## config.mk

```make
export PLATFORM = sky130hd
export DESIGN_NAME = classifier_feed_seq
export DESIGN_NICKNAME = d
export VERILOG_FILES = /design/src/rtl/classifier_pkg.sv /design/src/rtl/feature_shadow_buf.sv /design/src/rtl/classifier_feed_seq.sv
export SDC_FILE = /design/constraint.sdc
export NUM_CORES = 1
export LEC_CHECK = 0
export CORE_MARGIN = 2
export CORE_UTILIZATION = 53
export CTS_CLUSTER_DIAMETER = 100
export CTS_CLUSTER_SIZE = 14
export DETAILED_ROUTE_END_ITERATION = 16
export DONT_BUFFER_PORTS = 1
export PLACE_DENSITY = 0.68
export SETUP_SLACK_MARGIN = 0.02
export SYNTH_ARGS = -nofsm -noshare
export SYNTH_HDL_FRONTEND = slang
export SYNTH_SLANG_ARGS = --single-unit
```

## constraint.sdc

```tcl
create_clock -name clk -period 4.94 [get_ports clk]
set_input_delay 0.247 -clock clk [delete_from_list [all_inputs] [get_ports clk]]
set_output_delay 0.247 -clock clk [all_outputs]
set_load 0.02 [all_outputs]
```

## src/rtl/classifier_pkg.sv

```systemverilog
// Shared types and default constants for the classifier feed front-end.
`timescale 1ns/1ps
package classifier_pkg;

   typedef enum logic [1:0] {
      ST_IDLE,
      ST_SETTLE,
      ST_HOLD
   } feed_state_t;

   localparam int NUM_A      = 6;
   localparam int WIDTH_A    = 4;
   localparam int OUTWIDTH   = 19;
   localparam int SETTLE_MAX = 255;

   // Width of a counter able to hold 0..SETTLE_MAX.
   localparam int CNT_W = $clog2(SETTLE_MAX + 1);

endpackage

```

## src/rtl/feature_shadow_buf.sv

```systemverilog
// Shadow buffer: packs streamed features into NUM_A slots so the next vector
// can load while the presented one settles or waits on the consumer.
`timescale 1ns/1ps
module feature_shadow_buf #(
   parameter int NUM_A   = 6,
   parameter int WIDTH_A = 4
) (
   input  logic                     clk,
   input  logic                     rst_n,
   input  logic                     s_valid,
   input  logic [WIDTH_A-1:0]       s_data,
   output logic                     s_ready,
   input  logic                     take,
   output logic [NUM_A*WIDTH_A-1:0] shadow,
   output logic                     shadow_full
);
   import classifier_pkg::*;

   localparam int IDXW = (NUM_A > 1) ? $clog2(NUM_A) : 1;

   logic [IDXW-1:0] idx;
   logic            accept;

   assign s_ready = !shadow_full;
   assign accept  = s_valid && s_ready;

   // Slot write, index advance and full flag; take only occurs while full,
   // so it can never coincide with an accept.
   always_ff @(posedge clk or negedge rst_n) begin
      if (!rst_n) begin
         shadow      <= '0;
         idx         <= '0;
         shadow_full <= 1'b0;
      end else if (accept) begin
         shadow[idx*WIDTH_A +: WIDTH_A] <= s_data;
         if (idx == IDXW'(NUM_A - 1)) begin
            idx         <= '0;
            shadow_full <= 1'b1;
         end else begin
            idx <= idx + 1'b1;
         end
      end else if (take) begin
         shadow_full <= 1'b0;
      end
   end

endmodule

```

## src/rtl/classifier_feed_seq.sv

```systemverilog
// Sequential front-end for the classifier core: presents packed feature
// vectors, waits a fixed settle time, then offers the core result downstream.
`timescale 1ns/1ps
module classifier_feed_seq #(
   parameter int NUM_A    = 6,
   parameter int WIDTH_A  = 4,
   parameter int OUTWIDTH = 19,
   parameter int SETTLE   = 4
) (
   input  logic                     clk,
   input  logic                     rst_n,
   input  logic                     s_valid,
   input  logic [WIDTH_A-1:0]       s_data,
   output logic                     s_ready,
   output logic [NUM_A*WIDTH_A-1:0] inp,
   input  logic [OUTWIDTH-1:0]      clf_out,
   output logic                     m_valid,
   output logic [OUTWIDTH-1:0]      m_data,
   input  logic                     m_ready,
   output logic [15:0]              infer_cnt
);
   import classifier_pkg::*;

   feed_state_t                 state, state_nxt;
   logic [CNT_W-1:0]            cnt;
   logic [NUM_A*WIDTH_A-1:0]    shadow;
   logic                        shadow_full;
   logic                        take;
   logic                        capture;
   logic                        done;

   feature_shadow_buf #(
      .NUM_A   (NUM_A),
      .WIDTH_A (WIDTH_A)
   ) u_buf (
      .clk         (clk),
      .rst_n       (rst_n),
      .s_valid     (s_valid),
      .s_data      (s_data),
      .s_ready     (s_ready),
      .take        (take),
      .shadow      (shadow),
      .shadow_full (shadow_full)
   );

   // FSM state register.
   always_ff @(posedge clk or negedge rst_n) begin
      if (!rst_n) state <= ST_IDLE;
      else        state <= state_nxt;
   end

   // Next state plus transfer / capture / handshake strobes.
   always_comb begin
      state_nxt = state;
      take      = 1'b0;
      capture   = 1'b0;
      done      = 1'b0;
      case (state)
         ST_IDLE: begin
            if (shadow_full) begin
               take      = 1'b1;
               state_nxt = ST_SETTLE;
            end
         end
         ST_SETTLE: begin
            if (cnt == '0) begin
               capture   = 1'b1;
               state_nxt = ST_HOLD;
            end
         end
         ST_HOLD: begin
            if (m_valid && m_ready) begin
               done = 1'b1;
               if (shadow_full) begin
                  take      = 1'b1;
                  state_nxt = ST_SETTLE;
               end else begin
                  state_nxt = ST_IDLE;
               end
            end
         end
         default: state_nxt = ST_IDLE;
      endcase
   end

   // Presented vector, settle counter, result registers and handshake count.
   always_ff @(posedge clk or negedge rst_n) begin
      if (!rst_n) begin
         inp       <= '0;
         cnt       <= '0;
         m_data    <= '0;
         m_valid   <= 1'b0;
         infer_cnt <= '0;
      end else begin
         if (take) begin
            inp <= shadow;
            cnt <= CNT_W'(SETTLE - 1);
         end else if (state == ST_SETTLE && cnt != '0) begin
            cnt <= cnt - 1'b1;
         end
         if (capture) begin
            m_data  <= clf_out;
            m_valid <= 1'b1;
         end else if (done) begin
            m_valid <= 1'b0;
         end
         if (done) infer_cnt <= infer_cnt + 1'b1;
      end
   end

endmodule
```

* Word-level counts from Yosys, hierarchy flattened
Cells that the tools add are included.
** Cells by class
- Div/mod/pow operators :: 0
- Shift-type cells :: 2
- $lt $le $gt $ge :: 0
- $add $sub $neg :: 4
- Multipliers :: 0
- Mux-type cells :: 21
- Equality and inequality tests :: 7
- Bitwise operators :: 0
- Reduce and logical (&&, ||, !) cells :: 12
** Operators with widths (number)
- $neg A5 Y34 :: 1
- $shift A4 B34 Y24 const A :: 1
- $shiftx A4 B34 Y24 :: 1
- $bwmux W24 :: 1
- $add A16 B1 Y16 const B :: 1
- $mux W8 :: 2
- $mux W1 :: 12
- $logic_not A8 Y1 :: 1
- $reduce_bool A8 Y1 :: 1
- $sub A8 B1 Y8 const B :: 1
- $mux W2 :: 3
- $ne A2 B2 Y1 const B :: 3
- $pmux W2 S3 :: 1
- $reduce_bool A2 Y1 :: 3
- $add A3 B1 Y3 const B :: 1
- $eq A3 B3 Y1 const B :: 1
- $logic_and A1 B1 Y1 :: 3
- $mux W3 :: 1
- $reduce_and A3 Y1 :: 1
- $eq A2 B1 Y1 const B :: 1
- $eq A2 B2 Y1 const B :: 1
- $logic_not A2 Y1 :: 1
- $ne A2 B1 Y1 const B :: 1
- $pmux W1 S2 :: 1
- other kinds (2) :: 2
** Storage, ports and cells
- Output and inout bits :: 61
- Register bits after elaboration :: 98
- Latch bits :: 0
- Bits of input ports :: 27
- ROM bits :: 0
- RAM bits :: 0
- Memories :: 0

* Logic depth before layout (Yosys ltp)
- Depth after elaboration :: 5
- Gate-level depth with buffers :: 8
- Depth with buffers taken out :: 7

* Cells and area by module
Synthesis repeated with hierarchy kept, for this count alone.
** Second synthesis, totals
- Cells, all modules :: 382
- Area total of the unflattened synthesis :: 4330.4 µm²
** By module, submodules not included
- classifier_feed_seq :: seq. area each 1751.7 µm², cells each 262, area each 2951.6 µm², times used 1
- feature_shadow_buf :: seq. area each 700.7 µm², cells each 120, area each 1378.8 µm², times used 1

* Least setup slack after synthesis
No wires, ideal clock.
- Path type :: reg-to-reg
- Start :: register u_buf.idx[0]
- End :: register u_buf.shadow[4]
- Stages on the path, launching flop included :: 8
- Setup slack :: 3005 ps
- Buffers on the path :: 0
- Library setup time :: 66 ps
- Data arrival time :: 1869 ps
- Path through :: dfrtp_1 > inv_1 > ha_1 > ha_1 > and4bb_2 > nand3_1 > nor2_1 > a22o_1
** On the way
- Word-level cells in the longest chain between the ends :: 3
** RTL lines
- start, declared :: line feature_shadow_buf.sv:21 : logic [IDXW-1:0] idx;
- start signal, assigned :: line feature_shadow_buf.sv:40 : idx <= idx + 1'b1;
- $neg A5 Y34 (*) :: line feature_shadow_buf.sv:35 : shadow[idx*WIDTH_A +: WIDTH_A] <= s_data;
- $shiftx A4 B34 Y24 or $shift A4 B34 Y24 (tied branches) :: line feature_shadow_buf.sv:35
- $bwmux W24 (*) :: line feature_shadow_buf.sv:35
- end signal, assigned by index :: line feature_shadow_buf.sv:35
- end, declared :: line feature_shadow_buf.sv:14 : output logic [NUM_A*WIDTH_A-1:0] shadow,
Mark *: on every way between the ends. The rest lies on a longest branch, timed or not.
A chain may end at the register's enable or synchronous reset.

* Worst setup path in the final report
- Start :: register u_buf.idx[0]
- End :: register u_buf.shadow[6]
Same word-level chain as after synthesis.

==> impl_metrics.ini <==
[placed_design]
dpl-instance-area_sq_mm = 0.00428
dp_hpwl_um = 5440
io_buffers = 0
routabilityCongestion = 0.830

[power_and_ir_drop]
p_int_mw = 1.72
total_leakage_power_nw = 2.18
switching_share_pct = 38.7
powerDensity_mw_per_mm2 = 620
power_frac_clock_pct = 19.6
ir_drop_uv = 267
p_comb_share_pct = 27.1
seq_power_share_pct = 53.3
switchingPower_mw = 1.09

[status]
status = completed

[floorplan]
die_area_sq_mm = 0.00864
rows = 32
start_util_pct = 54.5
die_y_um = 92.9
coreArea_sq_mm = 0.00769
pin_count = 88
die_w_um = 92.9

[layout]
drive_gt1_share_pct = 13.0
n_antenna_cell = 0
area_growth_pct = 8.09
final_cell_area_sq_mm = 0.00453
finalNetCount = 415

[routing]
via_per_inst = 5.41
drt_pre_antenna_iters = 4
drtIter0Drc = 133
routedWlPerCell_um = 16.2
drcViolationCount = 0
drt_wl_total_um = 7890
vias = 2635
postRouteAntennaNets = 0

[clock_tree]
postCtsSetupRepairBufs = 0
cts_root_buf = clkbuf_8
cts_max_path_buffers = 2
clk_pin_slew_ns = 0.09
cts_max_level = 3
cts.sinks = 98
clk_latency_ns = 0.36
cts_tree = yes
cts_buffers = 9

[worst_setup_path]
crit_path_end_kind = flip-flop
worstSetupPathType = reg -> reg
crit_required_ns = 5.23
crit_arrival_ns = 2.57
cp-start-kind = flip-flop
worstPathMaxFanout = 10

[global_routing]
gr-total-overflow = 0
grt_max_degree = 99
grt_pass1_vias = 2748
gr-usage-all-layers_pct = 19.5
grt_first_pass_wirelength_um = 13200
grt_antenna_before_repair = 0

[min_path]
hold_path.class = in -> reg

[timing]
worst_hold_slack_ns = 0.0200
max_clock_freq_mhz = 440
final_max_slew_viol_count = 0
skew_ns = 0.0123
final-hold-violation-count = 0
fin_crit_ns = 2.27
rsz0062_at_grt = false
slew_headroom_pct = 55.0
fin_crit_sh_pct = 46.0
tns_ns = 0
tightestPinTransition_ns = 0.673
setup_viol = 0

[yosys]
avgSynthCellArea_sq_um = 11.1
synth_compound_area_share_pct = 6.27
synthMuxAreaShare_pct = 8.30
synth_cell_type_count = 45
syn_inst = 376
synth_xor_area_share_pct = 3.97
synth-main-ff-cell = dfrtp_1
synth_area_sq_mm = 0.00419
synthSimpleGateAreaFrac_pct = 17.9
synth-async-reset-ratio_pct = 100
yosysWarnings = 0
yosysSeqAreaShare_pct = 58.5
synth_nets = 411
synth_edf_count = 0
synth_seq_cells = 98
synth_top_family_by_area = simple AND/OR/NAND/NOR gates
synth-adder-area-share_pct = 2.39

[job]
cap_violations = 0
## logic make-up (layout without fill, tap and decap cells)
kind of cell | Yosys count | count (layout)
compound gates | 44 | 44
xor+xnor | 19 | 19
fa+ha+maj | 8 | 8
buf+inv | 26 | 35
flops | 98 | 98
mux | 25 | 25
simple gates | 156 | 156
## flip-flops by register name (all words and copies together) (netlist names)
signal             count
u_buf.shadow          24
cnt                    8
m_data                19
infer_cnt             16
m_valid                1
u_buf.idx              3
state                  2
inp                   24
u_buf.shadow_full      1
## power by group through the flow
stage | combinational, mW | sequential, mW | clock (mW)
floorplan | 0.628 | 1.44 | 0
global placement | 0.704 | 1.50 | 0
detailed placement | 0.743 | 1.51 | 0
CTS | 0.771 | 1.50 | 0.567
global route | 0.869 | 1.53 | 0.593
finish | 0.761 | 1.50 | 0.551
## cell usage in the layout (no fill, tap or decap), types with 6 or more instances in the layout
cell type	count
mux2_4	18
nand2_1	92
ha_1	8
clkbuf_8	9
mux2_2	6
nor2_1	14
xnor2_1	13
dfrtp_1	98
xor2_1	6
inv_1	15
nand3_1	14
o21ai_0	29
## final timing paths
check | slack (ns) | end | start | cells after the start
worst max-delay path | 2.67 | u_buf.shadow[6]$_DFFE_PN0P_ | u_buf.idx[0]$_DFFE_PN0P_ | 7
worst min-delay path | 0.02 | u_buf.shadow[4]$_DFFE_PN0P_ | s_data[0] | 1
worst max register to register | 2.67 | u_buf.shadow[6]$_DFFE_PN0P_ | u_buf.idx[0]$_DFFE_PN0P_ | 7
worst min register to register | 0.47 | inp[1]$_DFFE_PN0P_ | u_buf.shadow[1]$_DFFE_PN0P_ | 2
max in group asynchronous | 4.10 | cnt[5]$_DFFE_PN0P_ | rst_n | 2
min in group asynchronous | 0.46 | infer_cnt[12]$_DFFE_PN0P_ | rst_n | 2
## worst max-delay path: stages (launching register included)
cell,delay (ns)
dfrtp_1,0.52
inv_1,0.13
ha_1,0.24
ha_1,0.37
and4bb_2,0.30
nand3_1,0.19
nor2_1,0.29
a22o_1,0.17
## per-layer routing
metal  global-route usage, %  part of all wire (%)  up-vias
met3                    5.37                   6.0        7
met1                    26.0                    45     1286
li1                        -                     -     1271
met4                    5.88                   1.1        0
met5                       0                     0        -
met2                    31.3                    48       71
## Yosys cell counts, types with 2 or more instances
cell	n	area, sq um
nor3_1	3	15.0
and3_1	3	18.8
inv_1	15	56.3
a21oi_1	2	10.0
xor2_1	6	52.6
nand2b_1	3	18.8
o21ai_0	29	145
nand3b_1	3	22.5
buf_6	2	22.5
dfrtp_1	98	2450
nor2_1	14	52.6
nand4_1	5	31.3
clkbuf_1	8	30.0
mux2_2	6	67.6
ha_1	8	100
a22o_1	5	43.8
mux2_4	18	270
o211ai_1	4	30.0
nor4b_1	2	17.5
nand2_1	92	345
nand3_1	14	70.1
xnor2_1	13	114
## cell type report
type | instances | area (sq um)
Inverter | 15 | 56.3
Tap cell | 102 | 128
Clock inverter | 4 | 76.3
Multi-Input combinational cell | 252 | 1630
Clock buffer | 12 | 135
Timing Repair Buffer | 4 | 52.6
Fill cell | 671 | 3160
Sequential cell | 98 | 2450
## repair_timing
item | 4_1_cts | 5_1_grt
setup endpoints to repair | 0 | 0
resized for setup | 0 | 0
hold buffers | 2 | 0
endpoints found under the hold margin | 98 | 0
## through the flow
step	power [mW]	util [%]	instances	setup slack, ns
3_3_place_gp	2.21	55.7	469	2.79
2_1_floorplan	2.07	-	376	3.01
3_5_place_dp	2.26	55.7	469	2.65
5_1_grt	3.00	58.9	487	2.48
6_report	2.81	58.9	487	2.67
4_1_cts	2.84	58.9	487	2.65
Power figures use the tool's default switching activity.
